`src/rtl/some_param_fifo_pkg.sv`:
```
// Shared widths, defaults and the class-side reflection target for the
// parameterised FIFO fixture.
package some_param_package;

    localparam int DEFAULT_WIDTH = 8;
    localparam int DEFAULT_DEPTH = 4;

    // Pointer width; a single-entry store still needs one address bit.
    function automatic int ptr_w(input int depth);
        return (depth > 1) ? $clog2(depth) : 1;
    endfunction

    // Occupancy width: must hold the value DEPTH itself.
    function automatic int cnt_w(input int depth);
        return $clog2(depth + 1);
    endfunction

    class some_param_class #(
        parameter int WIDTH = DEFAULT_WIDTH,
        parameter int DEPTH = DEFAULT_DEPTH
    );
        function int get_width();
            return WIDTH;
        endfunction

        function int get_depth();
            return DEPTH;
        endfunction

        function int get_ptr_w();
            return ptr_w(DEPTH);
        endfunction

        function int get_cnt_w();
            return cnt_w(DEPTH);
        endfunction
    endclass

endpackage

```
`src/rtl/some_param_fifo_if.sv`:
```
// Ready/valid bundle for the FIFO: producer side, consumer side and status.
interface some_param_fifo_if
    import some_param_package::*;
#(
    parameter int WIDTH = DEFAULT_WIDTH,
    parameter int DEPTH = DEFAULT_DEPTH
);
    localparam int CNT_W = cnt_w(DEPTH);

    logic             in_valid;
    logic             in_ready;
    logic [WIDTH-1:0] in_data;
    logic             out_valid;
    logic             out_ready;
    logic [WIDTH-1:0] out_data;
    logic [CNT_W-1:0] count;
    logic             overflow;
    logic             underflow;

    // Environment side: drives producer data and consumer acceptance.
    modport master (
        output in_valid, in_data, out_ready,
        input  in_ready, out_valid, out_data, count, overflow, underflow
    );

    // FIFO side.
    modport slave (
        input  in_valid, in_data, out_ready,
        output in_ready, out_valid, out_data, count, overflow, underflow
    );

endinterface

```
`src/rtl/some_param_fifo_mem.sv`:
```
// DEPTH x WIDTH storage: one synchronous write port, one asynchronous read port.
module some_param_fifo_mem #(
    parameter int WIDTH  = 8,
    parameter int DEPTH  = 4,
    parameter int ADDR_W = 2
) (
    input  logic              clk,
    input  logic              we,
    input  logic [ADDR_W-1:0] waddr,
    input  logic [WIDTH-1:0]  wdata,
    input  logic [ADDR_W-1:0] raddr,
    output logic [WIDTH-1:0]  rdata
);

    logic [WIDTH-1:0] mem_q [DEPTH];

    always_ff @(posedge clk) begin
        if (we) begin
            mem_q[waddr] <= wdata;
        end
    end

    assign rdata = mem_q[raddr];

endmodule

```
`src/rtl/some_param_fifo.sv`:
```
// Synchronous first-word-fall-through FIFO: pointer/count/flag control around
// an unreset storage array.
module some_param_fifo
    import some_param_package::*;
#(
    parameter int WIDTH = DEFAULT_WIDTH,
    parameter int DEPTH = DEFAULT_DEPTH
) (
    input  logic                clk,
    input  logic                rst_n,
    input  logic                flush,
    some_param_fifo_if.slave    bus
);

    localparam int PTR_W = ptr_w(DEPTH);
    localparam int CNT_W = cnt_w(DEPTH);
    localparam logic [CNT_W-1:0] FULL_CNT = CNT_W'(DEPTH);

    typedef logic [PTR_W-1:0] ptr_t;
    typedef logic [CNT_W-1:0] cnt_t;

    ptr_t             rd_ptr_q, rd_ptr_d;
    ptr_t             wr_ptr_q, wr_ptr_d;
    cnt_t             count_q, count_d;
    logic             overflow_q, overflow_d;
    logic             underflow_q, underflow_d;
    logic             full, empty, push, pop, mem_we;
    logic [WIDTH-1:0] rdata;

    assign full   = (count_q == FULL_CNT);
    assign empty  = (count_q == '0);
    assign push   = bus.in_valid & ~full;
    assign pop    = bus.out_ready & ~empty;
    // A flushed push must not land in storage either.
    assign mem_we = push & ~flush;

    always_comb begin
        rd_ptr_d    = rd_ptr_q;
        wr_ptr_d    = wr_ptr_q;
        count_d     = count_q;
        overflow_d  = overflow_q | (bus.in_valid & full);
        underflow_d = underflow_q | (bus.out_ready & empty);
        if (flush) begin
            rd_ptr_d    = '0;
            wr_ptr_d    = '0;
            count_d     = '0;
            overflow_d  = 1'b0;
            underflow_d = 1'b0;
        end else begin
            if (push) wr_ptr_d = wr_ptr_q + PTR_W'(1);
            if (pop)  rd_ptr_d = rd_ptr_q + PTR_W'(1);
            case ({push, pop})
                2'b10:   count_d = count_q + CNT_W'(1);
                2'b01:   count_d = count_q - CNT_W'(1);
                default: count_d = count_q;
            endcase
        end
    end

    always_ff @(posedge clk or negedge rst_n) begin
        if (!rst_n) begin
            rd_ptr_q    <= '0;
            wr_ptr_q    <= '0;
            count_q     <= '0;
            overflow_q  <= 1'b0;
            underflow_q <= 1'b0;
        end else begin
            rd_ptr_q    <= rd_ptr_d;
            wr_ptr_q    <= wr_ptr_d;
            count_q     <= count_d;
            overflow_q  <= overflow_d;
            underflow_q <= underflow_d;
        end
    end

    some_param_fifo_mem #(
        .WIDTH  (WIDTH),
        .DEPTH  (DEPTH),
        .ADDR_W (PTR_W)
    ) u_mem (
        .clk   (clk),
        .we    (mem_we),
        .waddr (wr_ptr_q),
        .wdata (bus.in_data),
        .raddr (rd_ptr_q),
        .rdata (rdata)
    );

    assign bus.in_ready  = ~full;
    assign bus.out_valid = ~empty;
    assign bus.out_data  = empty ? '0 : rdata;
    assign bus.count     = count_q;
    assign bus.overflow  = overflow_q;
    assign bus.underflow = underflow_q;

    // Equal pointers mean either empty or full; count disambiguates.
    ptr_t ptr_diff;
    assign ptr_diff = wr_ptr_q - rd_ptr_q;

    a_count_matches_ptrs: assert property (@(posedge clk) disable iff (!rst_n)
        (count_q == CNT_W'(ptr_diff)) || ((ptr_diff == '0) && (count_q == FULL_CNT)));

    a_count_bounded: assert property (@(posedge clk) disable iff (!rst_n)
        count_q <= FULL_CNT);

endmodule

```
`src/flat_wrapper.sv`:
```
// flat-port wrapper written by rule: the top's interface ports become plain ports
module some_param_fifo_flat import some_param_package::*;
#(
    parameter int WIDTH = DEFAULT_WIDTH,
    parameter int DEPTH = DEFAULT_DEPTH
)
  (clk, rst_n, flush, bus_in_valid, bus_in_data, bus_out_ready, bus_in_ready, bus_out_valid, bus_out_data, bus_count, bus_overflow, bus_underflow);
  some_param_fifo_if #(.WIDTH(WIDTH), .DEPTH(DEPTH)) bus_i ();
  input  logic clk;
  input  logic rst_n;
  input  logic flush;
  input wire logic [$bits(bus_i.in_valid)-1:0] bus_in_valid;
  input wire logic [$bits(bus_i.in_data)-1:0] bus_in_data;
  input wire logic [$bits(bus_i.out_ready)-1:0] bus_out_ready;
  output wire logic [$bits(bus_i.in_ready)-1:0] bus_in_ready;
  output wire logic [$bits(bus_i.out_valid)-1:0] bus_out_valid;
  output wire logic [$bits(bus_i.out_data)-1:0] bus_out_data;
  output wire logic [$bits(bus_i.count)-1:0] bus_count;
  output wire logic [$bits(bus_i.overflow)-1:0] bus_overflow;
  output wire logic [$bits(bus_i.underflow)-1:0] bus_underflow;
  assign bus_i.in_valid = bus_in_valid;
  assign bus_i.in_data = bus_in_data;
  assign bus_i.out_ready = bus_out_ready;
  assign bus_in_ready = bus_i.in_ready;
  assign bus_out_valid = bus_i.out_valid;
  assign bus_out_data = bus_i.out_data;
  assign bus_count = bus_i.count;
  assign bus_overflow = bus_i.overflow;
  assign bus_underflow = bus_i.underflow;
  some_param_fifo #(.WIDTH(WIDTH), .DEPTH(DEPTH)) u_core (.clk(clk), .rst_n(rst_n), .flush(flush), .bus(bus_i));
endmodule
```
`config.mk`:
```
export PLATFORM = sky130hd
export DESIGN_NAME = some_param_fifo_flat
export DESIGN_NICKNAME = d
export VERILOG_FILES = /design/src/rtl/some_param_fifo_pkg.sv /design/src/rtl/some_param_fifo_if.sv /design/src/rtl/some_param_fifo_mem.sv /design/src/rtl/some_param_fifo.sv /design/src/flat_wrapper.sv
export SDC_FILE = /design/constraint.sdc
export NUM_CORES = 1
export LEC_CHECK = 0
export ABC_CLOCK_PERIOD_IN_PS = 3300
export BUFFER_PORTS_ARGS = -buffer_cell sky130_fd_sc_hd__clkbuf_2
export CORE_MARGIN = 4
export CORE_UTILIZATION = 41
export CTS_CLUSTER_SIZE = 16
export DETAILED_ROUTE_END_ITERATION = 8
export GPL_TIMING_DRIVEN = 0
export PLACE_DENSITY = 0.68
export SYNTH_ARGS = -nofsm -noshare
export SYNTH_HDL_FRONTEND = slang
export SYNTH_SLANG_ARGS = --single-unit
```
`constraint.sdc`:
```
create_clock -name clk -period 3.3 [get_ports clk]
set_clock_uncertainty 0.15 [all_clocks]
set_input_delay 0.165 -clock clk [delete_from_list [all_inputs] [get_ports clk]]
set_output_delay 0.165 -clock clk [all_outputs]
set_load 0.005 [all_outputs]
```
Word level (Yosys, flattened, before mapping)
Memory sizes are Yosys's and may differ from the RTL's.
Cells that the tools add are included.
- register bits after elaboration: 9
- output and inout port bits: 15
- memories kept: 1
- RAM bits: 32
- memory list (memory ; depth ; width ; read ports ; clocked after Yosys merged registers in ; write ports ; RTL line ; source):
    u_core.u_mem.mem_q ; 4 ; 8 ; 1 ; 0 ; 1 ; some_param_fifo_mem.sv:15 ; logic [WIDTH-1:0] mem_q [DEPTH];
- equal/unequal tests: 3
- reductions and logical operators: 4
- add/subtract/negate cells: 4
- multiplexer cells: 11
- bitwise logic cells: 10
- operators by type and width (kind ; count):
    2-to-1 mux 2 bit ; 4
    2-to-1 mux 8 bit ; 1
    case mux 3 bit (2 select lines) ; 1
    bitwise AND 1 bit ; 5
    adder 2 x 1 -> 2 bit (second input constant) ; 2
    2-to-1 mux 1 bit ; 4
    nonzero test 2 bit ; 2
    adder 3 x 1 -> 3 bit (second input constant) ; 1
    equality test 3 bit (second input constant) ; 1
    zero test 3 bit ; 1
    2-to-1 mux 3 bit ; 1
    inverter 1 bit ; 3
    nonzero test 3 bit ; 1
    subtractor 3 x 1 -> 3 bit (second input constant) ; 1
    equality test 2 x 1 -> 1 bit (second input constant) ; 1
    equality test 2 bit (second input constant) ; 1
    bitwise OR 1 bit ; 2

Longest topological paths before layout
- depth after elaboration: 6
- gate-level depth with buffers: 9
- mapped depth without buffers: 7

Cells and area by module
Synthesis repeated with hierarchy kept, for this count alone.
- cells, all modules: 122
- area total of the unflattened synthesis: 1836.8 µm²
- by module, submodules not included (module ; sequential area each (µm²) ; area an instance (µm²) ; times used ; cells an instance):
    some_param_fifo_mem ; 960.9 ; 1188.6 ; 1 ; 46
    some_param_fifo ; 225.2 ; 648.1 ; 1 ; 76

Least setup slack after synthesis
OpenSTA, ideal clock, no wires.
- path type: reg2reg
- start point: register u_core.count_q[0], in the netlist u_core.bus.count[0]
- end point: register u_core.count_q[2], in the netlist u_core.bus.count[2]
- data arrival time: 2160 ps
- path slack: 909 ps
- buffers on the path: 1
- cell stages (with the launch flop): 8
- required time: 3068 ps
- period minus slack after synthesis: 2391 ps
- setup time: 82 ps
- path through: dfrtp_1 > buf_2 > nor3_1 > nor2_1 > fa_1 > or4b_1 > a21o_1 > a31oi_1
- word-level cells in the longest chain between the ends: 6
- elaborated cells on any way between the ends: 13
- ends and longest elaborated chain (item ; RTL line ; source):
    start: declaration ; some_param_fifo.sv:24 ; cnt_t count_q, count_d;
    start signal: assignment ; some_param_fifo.sv:70 ; count_q <= count_d;
    equality test 3 bit or zero test 3 bit (tied branches) ; some_param_fifo.sv:30, some_param_fifo.sv:31 ;
    inverter 1 bit (on tied branches) ; some_param_fifo.sv:32, some_param_fifo.sv:33 ;
    bitwise AND 1 bit (on tied branches) ; some_param_fifo.sv:32, some_param_fifo.sv:33 ;
    equality test 2 x 1 -> 1 bit or equality test 2 bit (tied branches) ; some_param_fifo.sv:52 ; case ({push, pop})
    case mux 3 bit (2 select lines) ; some_param_fifo.sv:52 ;
    2-to-1 mux 3 bit ; some_param_fifo.sv:43 ; if (flush) begin
Parallel ways exist; a longest one is shown, timed or not.
A chain may end at the register's enable or synchronous reset.

Final worst setup path
Ends and elaborated chain as after synthesis.

==> metrics.csv <==
metric,value,unit
timing.final.hold_violations,0,
setup_tns,0,ps
ys_seq_area_share,64.5,%
grt_use_total,12.1,%
synth_top_area_cell,edfxtp_1,
pre_cts_slack,729,ps
fin_crit,2580,ps
clock-root-buffer,clkbuf_8,
grt_max_degree,15,
power.density,526,nW/µm²
cp_cell_sequence,"buf_2, nor3_1, nor2_1, fa_1, or4b_1, a21o_1, a31oi_1",
layout-area-overhead-vs-synth,20.1,%
synth_cells,126,
final_core_util,50.7,%
final.setup.worst_slack,725,ps
core,4350,µm²
endpoint_kind,register,
n_antenna_cell,0,
start_kind,register,
vias,1088,
cp.required,3360,ps
status,completed,
synth_top_cell_area_share,52.3,%
p_leak,0.000851,µW
reg2reg_depth,7,
first_iter_violations,51,
rsz0062_at_grt,no,
syn_area_per_cell,14.6,µm²
path_delay_family,simple AND/OR/NAND/NOR gates,
die_x,75.0,µm
ctsHoldBuffers,9,
antenna_found_initial,0,
synthTopCellsByCount,"32 x edfxtp_1, 12 x and2_1, 9 x dfrtp_1, 9 x nor2_1, 8 x mux4_2",
place_congestion,0.771,
dr.pass1.iters,4,
worstPathArrival,2640,ps
cts.clk_slew.worst_paths,80,ps
synth.net_count,144,
min_period_over_period,78.0,%
synth_seq_cells,41,
clock_latency,290,ps
post-cts-setup-buffers,0,
port_buffers,25,
critical-path-max-stage-delay,530,ps
cts.path.max_buffers,2,
synth.area.top_cells,"edfxtp_1 52%, dfrtp_1 12%, mux4_2 9.8%",
route.detailed.drc,0,
cts_inserted_buffers,5,
yosysUniqueCellTypes,31,
wire_per_inst,14.2,µm
setup_viol_count_final,0,
drv_cap,0,
hpwl,2.21,mm
worst_pin_slew,589,ps
yosys_warnings,0,
synthFlopType,edfxtp_1,
die_h,75.0,µm
r2r-end,u_core.bus.count[2],
slew_headroom,60.7,%
synth.most_common_cell,edfxtp_1,
grt_overflow,0,
h-tree-depth,2,
synthArstFlopShare,22.0,%
syn_area,1840,µm²
post_drt_via_cell_ratio,4.95,
grt_pass1_wl,4.96,mm
synth_enable_flop_cells,32,
start_util,42.2,%
hold_path_class,in -> async,
path_max_fanout,9,
fmax,0.388,GHz
final_nets,185,
ant_nets,0,
path_buf_inv,1,
regToRegSetupSlack,720,ps
cts_resized,0,
cts_tree,built,
cpMaxStageDelayCell,or4b_1,
r2r-start,u_core.bus.count[0],
dieArea,5620,µm²
ioPinCount,28,
clock-sinks,41,
drt-total-wl,3.13,mm
grt_pass1_vias,1065,
layout-drive-gt1-share,28.0,%
slew_violations,0,
placementRows,24,
criticalPathCategory,reg -> reg,
ir_worst_vdd,0.172,mV
-- placed cells by master (no fill, tap or decap), types with 2 or more instances in the layout --
cell type	Yosys	final
edfxtp_1	32	32
clkbuf_2	0	25
and2_1	12	12
nor2_1	9	9
dlygate4sd3_1	0	9
dfrtp_1	9	9
mux4_2	8	8
buf_2	5	5
nand2_1	5	5
a21oi_1	5	5
nand3_1	5	5
clkbuf_8	0	5
inv_1	4	4
ha_1	4	4
xor2_1	3	3
clkbuf_1	2	2
buf_1	2	2
o21ai_0	2	2
a31oi_1	2	2
a21o_1	2	2
xnor2_1	2	2
-- sequential cells by signal, summed over array words and instances, names as in the netlist --
register and count:
u_core.bus.underflow 1, u_core.bus.overflow 1, u_core.rd_ptr_q 2, u_core.bus.count 3
u_core.wr_ptr_q 2, u_core.u_mem.mem_q 32
-- cell families after synthesis --
family / after synthesis / share of synthesized area (%)
simple gates: 41 / 12.2
fa+ha+maj: 5 / 3.81
mux: 8 / 9.80
buf+inv: 13 / 3.00
xor+xnor: 5 / 2.38
flops: 41 / 64.5
compound gates: 13 / 4.29
-- where the power goes --
| group | total, µW | switching [µW] | leakage [µW] | internal (µW) |
|---|---|---|---|---|
| combinational | 234 | 119 | 0.000395 | 114 |
| sequential | 602 | 15.7 | 0.000411 | 586 |
| clock | 326 | 176 | 0.0000445 | 150 |
-- layer usage --
| metal | GRT usage, % | part of all wire (%) | wire [µm] | vias up |
|---|---|---|---|---|
| li1 | - | - | - | 541 |
| met1 | 14.5 | 42 | 1330 | 520 |
| met2 | 20.5 | 51 | 1610 | 22 |
| met3 | 3.60 | 4.5 | 141 | 5 |
| met4 | 4.74 | 1.5 | 46 | 0 |
| met5 | 0 | 0 | 0 | - |
-- how the worst max path moves through the flow --
| stage | depth (start not counted) | startpoint | slack (ps) | end |
|---|---|---|---|---|
| after floorplan | 7 | u_core.bus.count[0] | 910 | u_core.bus.count[2] |
| after global placement | 7 | u_core.bus.count[0] | 740 | u_core.bus.count[2] |
| after detailed placement | 7 | u_core.bus.count[0] | 730 | u_core.bus.count[2] |
| after CTS | 7 | u_core.bus.count[0] | 690 | u_core.bus.count[2] |
| after global routing | 7 | u_core.bus.count[0] | 520 | u_core.bus.count[2] |
| final | 7 | u_core.bus.count[0] | 720 | u_core.bus.count[2] |
-- cell type report --
| type | count | area (µm²) |
|---|---|---|
| plain buffers | 9 | 40.0 |
| inverters | 4 | 15.0 |
| well taps | 52 | 65.1 |
| clock buffers | 5 | 68.8 |
| repair buffers | 34 | 215 |
| multi-input cells | 72 | 597 |
| flip-flops and latches | 41 | 1190 |
| fillers | 379 | 2150 |
| clock inverters | 3 | 21.3 |
-- metrics by stage --
step                      area, µm²  power, µW  instances  hold slack, ps
after CTS                      2210       1170        220             107
after global placement         2030        834        203            -118
after global routing           2210       1230        220             124
final                          2210       1160        220            98.5
after floorplan                1840        763        126            -281
after detailed placement       2030        845        203            -107
Note: power is estimated with default switching activity, not from simulation.
